[config.mk]
export PLATFORM = sky130hd
export DESIGN_NAME = rr_arbiter_ctrl_flat
export DESIGN_NICKNAME = d
export VERILOG_FILES = /design/src/rtl/sync_arb_pkg.sv /design/src/rtl/rr_arbiter_ctrl_if.sv /design/src/rtl/rr_priority_pick.sv /design/src/rtl/rr_arbiter_ctrl.sv /design/src/flat_wrapper.sv
export SDC_FILE = /design/constraint.sdc
export NUM_CORES = 1
export LEC_CHECK = 0
export CORE_MARGIN = 8
export CORE_UTILIZATION = 26
export CTS_CLUSTER_DIAMETER = 40
export DETAILED_ROUTE_END_ITERATION = 8
export PLACE_DENSITY_LB_ADDON = 0.3
export SLEW_MARGIN = 25
export SYNTH_ARGS = -nofsm -noshare
export SYNTH_HDL_FRONTEND = slang
export SYNTH_SLANG_ARGS = --single-unit
[constraint.sdc]
create_clock -name clk -period 4.48 [get_ports clk]
set_input_delay 0.448 -clock clk [delete_from_list [all_inputs] [get_ports clk]]
set_output_delay 0.448 -clock clk [all_outputs]
set_load 0.01 [all_outputs]
[src/rtl/sync_arb_pkg.sv]
// Shared types and width helpers for the round-robin arbiter.
package sync_arb_pkg;

  // Arbiter control state: no owner, or one owner holding the grant.
  typedef enum logic {
    IDLE = 1'b0,
    BUSY = 1'b1
  } arb_state_e;

  // Width of a field able to hold indices 0..v-1; never narrower than one bit.
  function automatic int arb_width(input int v);
    return (v <= 1) ? 1 : $clog2(v);
  endfunction

endpackage

[src/rtl/rr_arbiter_ctrl_if.sv]
// Request/grant bundle between the requesters and the arbiter.
interface rr_arbiter_ctrl_if #(
  parameter int N = 32
);
  import sync_arb_pkg::*;

  localparam int IDW = arb_width(N);

  logic [N-1:0]   req;
  logic [N-1:0]   gnt;
  logic           gnt_valid;
  logic [IDW-1:0] gnt_id;
  logic           timeout;

  // Requester side drives req and observes the grant.
  modport master (
    output req,
    input  gnt, gnt_valid, gnt_id, timeout
  );

  // Arbiter side samples req and drives the grant.
  modport slave (
    input  req,
    output gnt, gnt_valid, gnt_id, timeout
  );

endinterface

[src/rtl/rr_priority_pick.sv]
// Combinational round-robin pick: lowest set bit at or above ptr, wrapping.
module rr_priority_pick
  import sync_arb_pkg::*;
#(
  parameter int N = 32
) (
  input  logic [N-1:0]            req_i,
  input  logic [arb_width(N)-1:0] ptr_i,
  output logic [N-1:0]            onehot_o,
  output logic [arb_width(N)-1:0] idx_o,
  output logic                    any_o
);

  localparam int IDW = arb_width(N);
  localparam logic [IDW:0] N_W = (IDW+1)'(N);

  logic [2*N-1:0] dbl;
  logic [N-1:0]   rot;
  logic [IDW:0]   off;
  logic [IDW:0]   sum;

  // Rotate the doubled vector so ptr lands at bit 0, scan for the first set
  // bit, then add ptr back (mod N) to recover the absolute index.
  always_comb begin
    dbl      = {req_i, req_i};
    rot      = dbl[ptr_i +: N];
    off      = '0;
    any_o    = 1'b0;
    for (int k = N - 1; k >= 0; k--) begin
      if (rot[k]) begin
        off   = (IDW+1)'(k);
        any_o = 1'b1;
      end
    end
    sum = off + {1'b0, ptr_i};
    if (sum >= N_W) begin
      sum = sum - N_W;
    end
    idx_o    = sum[IDW-1:0];
    onehot_o = '0;
    if (any_o) begin
      onehot_o[idx_o] = 1'b1;
    end
  end

endmodule

[src/rtl/rr_arbiter_ctrl.sv]
// Round-robin arbiter with registered one-hot grant, hold limit and penalty.
module rr_arbiter_ctrl
  import sync_arb_pkg::*;
#(
  parameter int N        = 32,
  parameter int MAX_HOLD = 16
) (
  input  logic             clk,
  input  logic             rst,
  rr_arbiter_ctrl_if.slave bus
);

  localparam int IDW = arb_width(N);
  localparam int CW  = arb_width(MAX_HOLD + 1);
  localparam logic [CW-1:0] HOLD_MAX = CW'(MAX_HOLD);
  localparam logic [IDW:0]  N_W      = (IDW+1)'(N);

  arb_state_e     state_q, state_d;
  logic [IDW-1:0] ptr_q, ptr_d;
  logic [IDW-1:0] gnt_id_q, gnt_id_d;
  logic [CW-1:0]  hold_q, hold_d;
  logic [N-1:0]   penalty_q, penalty_d;
  logic [N-1:0]   gnt_q, gnt_d;
  logic           gnt_valid_q, gnt_valid_d;
  logic           timeout_q, timeout_d;

  logic [N-1:0]   eligible;
  logic [N-1:0]   pick_onehot;
  logic [IDW-1:0] pick_idx;
  logic           pick_any;
  logic [IDW:0]   id_inc;
  logic [IDW-1:0] next_ptr;
  logic           owner_req;

  assign eligible  = bus.req & ~penalty_q;
  assign owner_req = bus.req[gnt_id_q];
  assign id_inc    = {1'b0, gnt_id_q} + (IDW+1)'(1);
  assign next_ptr  = (id_inc == N_W) ? '0 : id_inc[IDW-1:0];

  rr_priority_pick #(.N(N)) u_pick (
    .req_i    (eligible),
    .ptr_i    (ptr_q),
    .onehot_o (pick_onehot),
    .idx_o    (pick_idx),
    .any_o    (pick_any)
  );

  // Next-state and output decode; every register defaults to holding.
  always_comb begin
    state_d     = state_q;
    ptr_d       = ptr_q;
    gnt_id_d    = gnt_id_q;
    hold_d      = hold_q;
    gnt_d       = gnt_q;
    gnt_valid_d = gnt_valid_q;
    timeout_d   = 1'b0;
    // A penalised requester is forgiven as soon as it is seen low.
    penalty_d   = penalty_q & bus.req;
    case (state_q)
      IDLE: begin
        gnt_d       = '0;
        gnt_valid_d = 1'b0;
        if (pick_any) begin
          gnt_d       = pick_onehot;
          gnt_valid_d = 1'b1;
          gnt_id_d    = pick_idx;
          hold_d      = CW'(1);
          state_d     = BUSY;
        end
      end
      BUSY: begin
        if (!owner_req) begin
          // Voluntary release wins even when the limit is reached this edge.
          gnt_d       = '0;
          gnt_valid_d = 1'b0;
          ptr_d       = next_ptr;
          hold_d      = '0;
          state_d     = IDLE;
        end else if ((MAX_HOLD != 0) && (hold_q == HOLD_MAX)) begin
          gnt_d               = '0;
          gnt_valid_d         = 1'b0;
          timeout_d           = 1'b1;
          penalty_d[gnt_id_q] = 1'b1;
          ptr_d               = next_ptr;
          hold_d              = '0;
          state_d             = IDLE;
        end else if ((MAX_HOLD != 0) && (hold_q != HOLD_MAX)) begin
          hold_d = hold_q + CW'(1);
        end
      end
      default: begin
        state_d     = IDLE;
        gnt_d       = '0;
        gnt_valid_d = 1'b0;
      end
    endcase
  end

  // State and output registers; reset clears everything immediately.
  always_ff @(posedge clk or posedge rst) begin
    if (rst) begin
      state_q     <= IDLE;
      ptr_q       <= '0;
      gnt_id_q    <= '0;
      hold_q      <= '0;
      penalty_q   <= '0;
      gnt_q       <= '0;
      gnt_valid_q <= 1'b0;
      timeout_q   <= 1'b0;
    end else begin
      state_q     <= state_d;
      ptr_q       <= ptr_d;
      gnt_id_q    <= gnt_id_d;
      hold_q      <= hold_d;
      penalty_q   <= penalty_d;
      gnt_q       <= gnt_d;
      gnt_valid_q <= gnt_valid_d;
      timeout_q   <= timeout_d;
    end
  end

  assign bus.gnt       = gnt_q;
  assign bus.gnt_valid = gnt_valid_q;
  assign bus.gnt_id    = gnt_id_q;
  assign bus.timeout   = timeout_q;

endmodule

[src/flat_wrapper.sv]
// flat-port wrapper written by rule: the top's interface ports become plain ports
module rr_arbiter_ctrl_flat import sync_arb_pkg::*;
#(
  parameter int N        = 32,
  parameter int MAX_HOLD = 16
)
  (clk, rst, bus_req, bus_gnt, bus_gnt_valid, bus_gnt_id, bus_timeout);
  rr_arbiter_ctrl_if #(.N(N)) bus_i ();
  input  logic clk;
  input  logic rst;
  input wire logic [$bits(bus_i.req)-1:0] bus_req;
  output wire logic [$bits(bus_i.gnt)-1:0] bus_gnt;
  output wire logic [$bits(bus_i.gnt_valid)-1:0] bus_gnt_valid;
  output wire logic [$bits(bus_i.gnt_id)-1:0] bus_gnt_id;
  output wire logic [$bits(bus_i.timeout)-1:0] bus_timeout;
  assign bus_i.req = bus_req;
  assign bus_gnt = bus_i.gnt;
  assign bus_gnt_valid = bus_i.gnt_valid;
  assign bus_gnt_id = bus_i.gnt_id;
  assign bus_timeout = bus_i.timeout;
  rr_arbiter_ctrl #(.N(N), .MAX_HOLD(MAX_HOLD)) u_core (.clk(clk), .rst(rst), .bus(bus_i));
endmodule
Yosys cells after proc, flatten, opt, wreduce, memory -nomap -nowiden

Index checks and enable logic that the tools add are counted.

Shift operators: 1
Magnitude comparators: 5
Mux-type cells: 96
Equality and inequality tests: 7
Add/sub/neg operators: 4
Reductions and logical operators: 5
Bitwise gates (word level): 5

Operator list:

| operator              | number |
|---|---|
| $mux W32              | 6 |
| $mux W6               | 31 |
| $and A32 B32 Y32      | 2 |
| $pmux W32 S2          | 1 |
| $shiftx A64 B6 Y32    | 1 |
| $mux W5               | 9 |
| $mux W1               | 43 |
| $not A32 Y32          | 1 |
| $or A32 B32 Y32       | 1 |
| $lt A5 B6 Y1 const B  | 2 |
| $demux W1 S5          | 2 |
| $ge A5 B1 Y1 const B  | 2 |
| $pmux W5 S2           | 1 |
| $add A5 B1 Y6 const B | 1 |
| $add A6 B5 Y6         | 1 |
| $eq A6 B6 Y1 const B  | 1 |
| $ge A6 B6 Y1 const B  | 1 |
| $reduce_and A2 Y1     | 3 |
| $add A5 B1 Y5 const B | 1 |
| $bmux W1 S5           | 1 |
| $eq A5 B5 Y1 const B  | 1 |
| $ne A5 B5 Y1 const B  | 1 |
| $sub A5 B1 Y5 const B | 1 |
| $ne A4 B4 Y1 const B  | 1 |
| 6 further kinds       | 8 |

Input port bits: 34
Output and inout bits: 39
Logic and storage cells: 131
Register bits after elaboration: 82

Logic depth before layout (Yosys ltp)

Gate-level depths: netlist of run 1.

Word-level depth: 44
Gate-level depth with buffers: 23
Gate-level depth less buffers: 19

Hierarchy

From an unflattened synthesis of run 1, not the netlist that was laid out.

Cell total of the unflattened synthesis: 852
Area total of the unflattened synthesis: 8,162.8 µm²

Modules (own cells, without submodules):

| module           | seq. area each (µm²) | area an instance (µm²) | instances | cells each |
|---|---|---|---|---|
| rr_priority_pick | 0.0                  | 4,326.6                | 1         | 530 |
| rr_arbiter_ctrl  | 2,052.0              | 3,836.2                | 1         | 322 |

Least setup slack after synthesis of run 1

OpenSTA, ideal clock, no wires.

Path kind: reg2reg
Start: register u_core.ptr_q[2]
End: register u_core.gnt_q[16], in the netlist u_core.bus.gnt[16]
Arrival time: 4,814 ps
Slack: -456 ps
Buffers on the path: 4
Clock period less this slack: 4,936 ps
Setup time: 122 ps
Data required time: 4,358 ps
Stages on the path, launching flop included: 23
Cells stage by stage: dfrtp_1 buf_2 inv_2 buf_2 buf_2 mux4_2 a211o_1 mux2i_1 a21oi_1 o21bai_1 a221oi_1 o41a_1 o22ai_1 ha_1 inv_1 fa_1 inv_1 a21o_1 a21oi_1 xnor2_1 xor2_2 buf_4 a32o_1

Word-level cells in the longest chain between the ends: 42
Elaborated cells on any way between the ends: 76

Ends and longest elaborated chain:

| item                                                               | line                                           | text |
|---|---|---|
| start, declared                                                    | rr_arbiter_ctrl.sv:19                          | `logic [IDW-1:0] ptr_q, ptr_d;` |
| start signal, assigned                                             | rr_arbiter_ctrl.sv:112                         | `ptr_q <= ptr_d;` |
| $shiftx A64 B6 Y32                                                 | rr_priority_pick.sv:26                         | `rot = dbl[ptr_i +: N];` |
| $mux W5                                                            | rr_priority_pick.sv:30                         | `if (rot[k]) begin` |
| $mux W6 (31 in a row)                                              | rr_priority_pick.sv:30                         |  |
| $add A6 B5 Y6                                                      | rr_priority_pick.sv:35                         | `sum = off + {1'b0, ptr_i};` |
| $sub A5 B1 Y5 or $ge A6 B6 Y1 (tied branches)                      | rr_priority_pick.sv:37, rr_priority_pick.sv:36 |  |
| $mux W5                                                            | rr_priority_pick.sv:36                         | `if (sum >= N_W) begin` |
| $lt A5 B6 Y1 (not written as such) or $ge A5 B1 Y1 (tied branches) | rr_priority_pick.sv:42                         | `onehot_o[idx_o] = 1'b1;` |
| $logic_and A1 B1 Y1 (not written as such)                          | rr_priority_pick.sv:42                         |  |
| $mux W1 (not written as such)                                      | rr_priority_pick.sv:42                         |  |
| $demux W1 S5                                                       | rr_priority_pick.sv:42                         |  |
| $mux W32 *                                                         | rr_arbiter_ctrl.sv:63                          | `if (pick_any) begin` |
| $pmux W32 S2 *                                                     | rr_arbiter_ctrl.sv:59                          | `case (state_q)` |
| end signal, assigned                                               | rr_arbiter_ctrl.sv:116                         | `gnt_q <= gnt_d;` |
| end, declared                                                      | rr_arbiter_ctrl.sv:23                          | `logic [N-1:0] gnt_q, gnt_d;` |

Mark *: on every way between the ends. The rest lies on a longest branch, timed or not.
A chain may end at the register's enable or synchronous reset.

Final worst setup path of run 1

Start: register u_core.ptr_q[2]
End: register u_core.gnt_q[28], in the netlist u_core.bus.gnt[28]

The elaborated chain is that of the path after synthesis.

==> reports/qor.yml, run 1 <==
power:
  ir_drop_v: 0.000429
  p_per_area_nw_per_um2: 926
  total_leakage_power_nw: 4.56
grt:
  overflow: 0
  antenna_found_initial: 0
  grtUsageTotal: 0.164
  grt_max_degree: 44
  grt_pass1_wl_microns: 43800
  grt_pass1_vias: 7377
yosys:
  ys.flop_type: "dfrtp_1"
  synth_cell_types: 67
  synth_fp_nets: 737
  netlist_area_sq_um: 7520
  yosysTopAreaCellShare: 0.273
  async_flop_share: 1.00
  netlist_instances: 692
  yosysSeqAreaShare: 0.273
  yosysWarnings: 0
  yosys.area.top_type: "dfrtp_1"
  synthTopCellsByArea: "dfrtp_1 (27%), mux4_2 (21%), mux2i_1 (5.5%)"
  syn_area_per_cell_sq_um: 10.9
  ys_ff_latch: 82
  synth_edf_count: 0
place:
  place_ws_ps: -1080
  numPortBuffers: 72
  globalplace.congestion: 0.920
  dp_hpwl_microns: 22200
floorplanning:
  fp.dieH_microns: 186
  die_x_microns: 186
  num_io_pins: 73
  row_count: 62
  fp.dieArea_sq_um: 34600
  initial_core_util: 0.263
  core_area_sq_um: 28600
cells_and_area:
  num-nets-final: 977
  regArea_sq_um: 2060
  layout_common_cells: "buf_4 (190), dfrtp_1 (79), clkdlybuf4s50_1 (71)"
  drive_gt1_frac: 0.403
  final_common_cell: "buf_4"
  multi_input_area_sq_um: 5400
  num_antenna_cells: 0
  area_growth_pct: 43.5
  fill_cells: 2842
routing:
  ant_nets: 0
  drt_iter0_drc: 480
  routed_wl_microns: 28300
  first_pass_iters: 5
  avgViaCountPerCell: 5.40
  dr_total_vias: 7128
  detail_route.wl_per_cell_microns: 21.4
  drc_errors: 0
flow_run:
  cap_violations: 0
clock_network:
  cts_hold_buf: 0
  clock_sinks: 82
  cts_made_buffers: 9
  cts_tree: "done"
  clockBufferDepth: 2
  worstSkewPairLatency_ps: 350
  cts_root_buf: "clkbuf_16"
  cts.htree.levels: 3
  clk_pin_slew_ps: 70
setup_path:
  worstPathArrival_ps: 5190
  end_kind: "flip-flop"
  rrSetupSlack_ps: -480
  cp.required_ps: 4710
  crit_path_start_kind: "flip-flop"
  r2r_end: "u_core.bus.gnt[28]"
  r2r-start: "u_core.ptr_q[2]"
  criticalPathCategory: "flip-flop to flip-flop"
  rr_worst_depth: 21
  path_max_fanout: 16
sta:
  hold_ws_ps: 495
  setup_viol: 34
  setup_ws_ps: -480
  report.final.slew_viol_count: 0
  clock_skew_ps: 8.90
  worstMarginPinSlew_ps: 787
  finalCriticalPeriod_ps: 4960
  grt_setup_unrepaired: "yes"
  hold_viol: 0
  max_freq_mhz: 202
  min_period_over_period: 1.11
  max-slew-margin-rel: 0.468
hold_path:
  whs_endpoint: "u_core.bus.gnt[4]"
  hp-start: "u_core.bus.gnt[4]"
  holdCritPathClass: "flip-flop to flip-flop"
  hold_depth: 1
status:
  violations: "negative setup slack"
  status: "complete, but fails checks"
==> logic make-up after synthesis <==
| logic type | share of synthesized area |
|---|---|
| multiplexers | 0.304 |
| AND/OR/NAND/NOR | 0.200 |
| buffers and inverters | 0.0411 |
| XOR/XNOR | 0.0125 |
| flip-flops | 0.273 |
| adder cells (fa/ha/maj) | 0.0193 |
| AO/OA/AOI/OAI | 0.150 |
==> power breakdown <==
part           switching [mW]  total [mW]  internal (mW)
logic                    3.90        8.00           4.10
clock network           0.334       0.845          0.511
registers               0.239        1.15          0.915
==> registers in the layout, indices dropped and copies added (netlist names) <==
register              cells
u_core.penalty_q         32
u_core.bus.gnt           32
u_core.ptr_q              5
u_core.hold_q             5
u_core.bus.gnt_valid      1
u_core.state_q            1
u_core.bus.timeout        1
u_core.bus.gnt_id         5
==> synth_stat cells (3+ instances only) <==
master	count
mux2i_1	41
o21ai_0	30
buf_2	19
nor3_1	7
a21o_1	7
buf_1	6
nor4_1	8
clkbuf_1	19
nand4_1	4
and4b_1	11
a22o_1	22
nand2b_1	36
a32o_1	34
or4_1	7
nand2_1	47
nor4bb_1	22
nor4b_1	10
o311ai_0	3
ha_1	10
nand3b_1	4
o22ai_1	13
mux2_2	27
inv_2	4
nor2_1	22
and2_1	7
inv_1	14
nor2b_1	26
xnor2_1	5
nor3b_1	4
nand3_1	9
mux4_2	70
dfrtp_1	82
a21oi_1	18
or2_2	3
==> per-layer routing <==
| layer | part of all wire | global-route usage | vias up |
|---|---|---|---|
| met2 | 0.48 | 0.270 | 262 |
| met5 | 0 | 0 | - |
| li1 | - | - | 3255 |
| met4 | 0.034 | 0.0680 | 0 |
| met1 | 0.44 | 0.212 | 3557 |
| met3 | 0.051 | 0.0277 | 54 |
==> layout make-up <==
type / count / share of cell area
multi-input combinational: 543 / 0.500
clock inverter: 6 / 0.00892
tap: 384 / 0.0445
inverter: 18 / 0.00707
timing repair buffer: 278 / 0.227
sequential: 82 / 0.190
clock buffer: 10 / 0.0221
==> how the worst max path moves through the flow <==
| stage | startpoint | to | slack (ps) |
|---|---|---|---|
| finish | u_core.ptr_q[2] | u_core.bus.gnt[28] | -480 |
| global route | u_core.ptr_q[2] | u_core.bus.gnt[30] | -620 |
| CTS | u_core.ptr_q[2] | u_core.bus.gnt[28] | -460 |
| detailed placement | bus_req[12] | u_core.bus.gnt[30] | -1080 |
| global placement | bus_req[12] | u_core.bus.gnt[29] | -1080 |
| floorplan | u_core.ptr_q[0] | u_core.bus.gnt[16] | -7 |
==> through the flow <==
step           setup TNS, ps  std cells  utilization  total power [mW]  instance area (sq um)
3_5_place_dp          -32030       1295        0.355              8.64                  10200
5_1_grt               -19670       1321        0.377              10.6                  10800
2_1_floorplan          -70.5        692            -              5.56                   7670
6_report              -14980       1321        0.377              10.0                  10800
4_1_cts               -13970       1317        0.373              9.75                  10700
3_3_place_gp          -32890       1295        0.355              8.63                  10200
==> worst max-delay path, cell delays in order, from the launching register on <==
cell and delay, ps:
dfrtp_2 520, buf_12 190, and4b_1 210, or4_4 560
mux4_2 490, mux2i_2 210, buf_4 160, nand2_2 40
or4_4 510, a21oi_2 110, o41a_1 190, o22ai_1 90
ha_2 200, inv_2 60, fa_2 200, inv_2 30
a21o_1 170, a21oi_4 200, xnor2_4 120, xor2_4 170
buf_12 160, a32o_1 250
==> repair_timing <==
item | 4_1_cts | 5_1_grt
endpoints found under the hold margin | 0 | 0
gates cloned | 1 | 0
buffers inserted | 5 | 5
pin swaps | 8 | 3
setup endpoints to repair | 34 | 35
resized for setup | 18 | 19
Power figures use the tool's default switching activity.
==> inputs of run 2 (changes only) <==
--- a/config.mk
+++ b/config.mk
@@ -9,8 +9,8 @@
 export CORE_UTILIZATION = 26
 export CTS_CLUSTER_DIAMETER = 40
 export DETAILED_ROUTE_END_ITERATION = 8
-export PLACE_DENSITY_LB_ADDON = 0.3
-export SLEW_MARGIN = 25
+export PLACE_DENSITY = 0.56
+export SLEW_MARGIN = 15
 export SYNTH_ARGS = -nofsm -noshare
 export SYNTH_HDL_FRONTEND = slang
 export SYNTH_SLANG_ARGS = --single-unit
==> reports/qor.yml, run 2 (same netlist as run 1, synthesis figures left out) <==
status:
  status: "complete, but fails checks"
  violations: "negative setup slack"
routing:
  dr_total_vias: 7334
  drc_errors: 0
  first_pass_iters: 5
  routed_wl_microns: 28900
  drt_iter0_drc: 609
  avgViaCountPerCell: 5.54
  detail_route.wl_per_cell_microns: 21.8
  ant_nets: 0
floorplanning:
  row_count: 62
  initial_core_util: 0.263
  fp.dieArea_sq_um: 34600
  die_x_microns: 186
  num_io_pins: 73
  fp.dieH_microns: 186
  core_area_sq_um: 28600
clock_network:
  clockBufferDepth: 2
  cts_tree: "done"
  cts_made_buffers: 9
  clk_pin_slew_ps: 70
  cts.htree.levels: 3
  worstSkewPairLatency_ps: 350
  clock_sinks: 82
  cts_hold_buf: 0
  cts_root_buf: "clkbuf_16"
power:
  ir_drop_v: 0.000450
  total_leakage_power_nw: 4.56
  finalPower_mw: 9.93
  p_per_area_nw_per_um2: 917
place:
  globalplace.congestion: 0.911
  dp_hpwl_microns: 22500
  numPortBuffers: 72
setup_path:
  crit_path_start_kind: "flip-flop"
  criticalPathCategory: "flip-flop to flip-flop"
  crit_family: "simple AND/OR/NAND/NOR gates"
  cp.required_ps: 4720
  critPathSlowestCell: "or4_4"
  cp.depth: 23
  path_max_fanout: 16
  worstPathArrival_ps: 5170
  end_kind: "flip-flop"
  cp_cell_sequence: "buf_12, buf_6, nor4bb_1, or4_4, mux4_2, mux2i_2, buf_4, nand2_1, or4_1, a21oi_1, o41a_1, o22ai_2, ha_2, inv_2, fa_2, inv_1, a21o_1, a21oi_2, xnor2_2, buf_6, xor2_4, buf_12, a32o_1"
  crit_buf_inv: 7
  slowest_delay_ps: 600
  rr_worst_depth: 23
  rrSetupSlack_ps: -460
cells_and_area:
  drive_gt1_frac: 0.411
  area_growth_pct: 43.9
  final_common_cell: "buf_4"
  num_antenna_cells: 0
  num-nets-final: 979
  layout_common_cells: "buf_4 (190), dfrtp_1 (79), clkdlybuf4s50_1 (72)"
sta:
  worstMarginPinSlew_ps: 870
  report.final.slew_viol_count: 0
  finalCriticalPeriod_ps: 4940
  setup_viol: 34
  max_freq_mhz: 203
  finalSetupTns_ps: -14130
  grt_setup_unrepaired: "yes"
  setup_ws_ps: -455
  clock_skew_ps: 7.80
  min_period_over_period: 1.10
  max-slew-margin-rel: 0.420
  hold_viol: 0
grt:
  antenna_found_initial: 0
  overflow: 0
  grt_pass1_vias: 7444
  grt_pass1_wl_microns: 43700
  grtUsageTotal: 0.165
  grt_max_degree: 51
hold_path:
  hold_depth: 1
  holdCritPathClass: "flip-flop to flip-flop"
flow_run:
  cap_violations: 0
==> run 2: metal layers <==
metal | global-route usage | routed length [microns] | up-vias
li1 | - | - | 3253
met1 | 0.207 | 11900 | 3716
met2 | 0.277 | 14100 | 295
met3 | 0.0223 | 1640 | 70
met4 | 0.0845 | 1290 | 0
met5 | 0 | 0 | -
==> run 2: repair_timing <==
action | CTS | global route
endpoints found under the setup margin | 34 | 36
gates cloned | 1 | 0
gates resized for setup | 8 | 40
hold endpoints to repair | 0 | 0
setup buffers | 4 | 5
pin swaps | 2 | 5
==> run 2: area by class of cell <==
cell class	count	area (sq um)
inverters	18	78.8
flip-flops and latches	82	2060
clock buffers	9	225
fillers	2836	17800
repair buffers	280	2470
clock inverters	7	58.8
well taps	384	480
multi-input cells	543	5450
==> run 2: per-stage QoR <==
stage / cell area (sq um) / setup slack [ps] / std cells / hold slack [ps] / util
floorplan: 7670 / -7.16 / 692 / 442 / -
global placement: 10200 / -981 / 1298 / 461 / 0.356
detailed placement: 10200 / -1060 / 1298 / 480 / 0.356
CTS: 10600 / -434 / 1319 / 493 / 0.370
global route: 10800 / -638 / 1323 / 513 / 0.378
finish: 10800 / -455 / 1323 / 491 / 0.378
==> run 2: path summary, 6_finish.rpt <==
| kind | from | endpoint |
|---|---|---|
| setup reg to reg | u_core.ptr_q[2] | u_core.bus.gnt[29] |
| hold reg to reg | u_core.bus.gnt[13] | u_core.bus.gnt[13] |
| hold / removal | u_core.bus.gnt[13] | u_core.bus.gnt[13] |
| min in group asynchronous | rst | u_core.bus.gnt[2] |
| setup / recovery | u_core.ptr_q[2] | u_core.bus.gnt[29] |
| max in group asynchronous | rst | u_core.penalty_q[12] |
==> run 2: worst reg2reg max path, delay by kind of cell, from the launching register on <==
family / cells / cell delay, ps
xor+xnor: 2 / 230
compound gates: 6 / 960
mux: 2 / 700
flops: 1 / 440
fa+ha+maj: 2 / 400
simple gates: 4 / 1270
buf+inv: 7 / 830
==> run 2: power breakdown <==
part | internal, mW | switching (mW) | total (mW)
Sequential | 0.915 | 0.228 | 1.14
Combinational | 4.10 | 3.95 | 8.05
Clock | 0.386 | 0.349 | 0.735
Total | 5.40 | 4.53 | 9.93
==> inputs of run 3 (changes only) <==
--- a/config.mk
+++ b/config.mk
@@ -10,7 +10,7 @@
 export CTS_CLUSTER_DIAMETER = 40
 export DETAILED_ROUTE_END_ITERATION = 8
 export PLACE_DENSITY = 0.56
-export SLEW_MARGIN = 15
+export SLEW_MARGIN = 20
 export SYNTH_ARGS = -nofsm -noshare
 export SYNTH_HDL_FRONTEND = slang
 export SYNTH_SLANG_ARGS = --single-unit
==> results of run 3 <==
No change in the layout: final DEF, timing and power equal those of run 2.
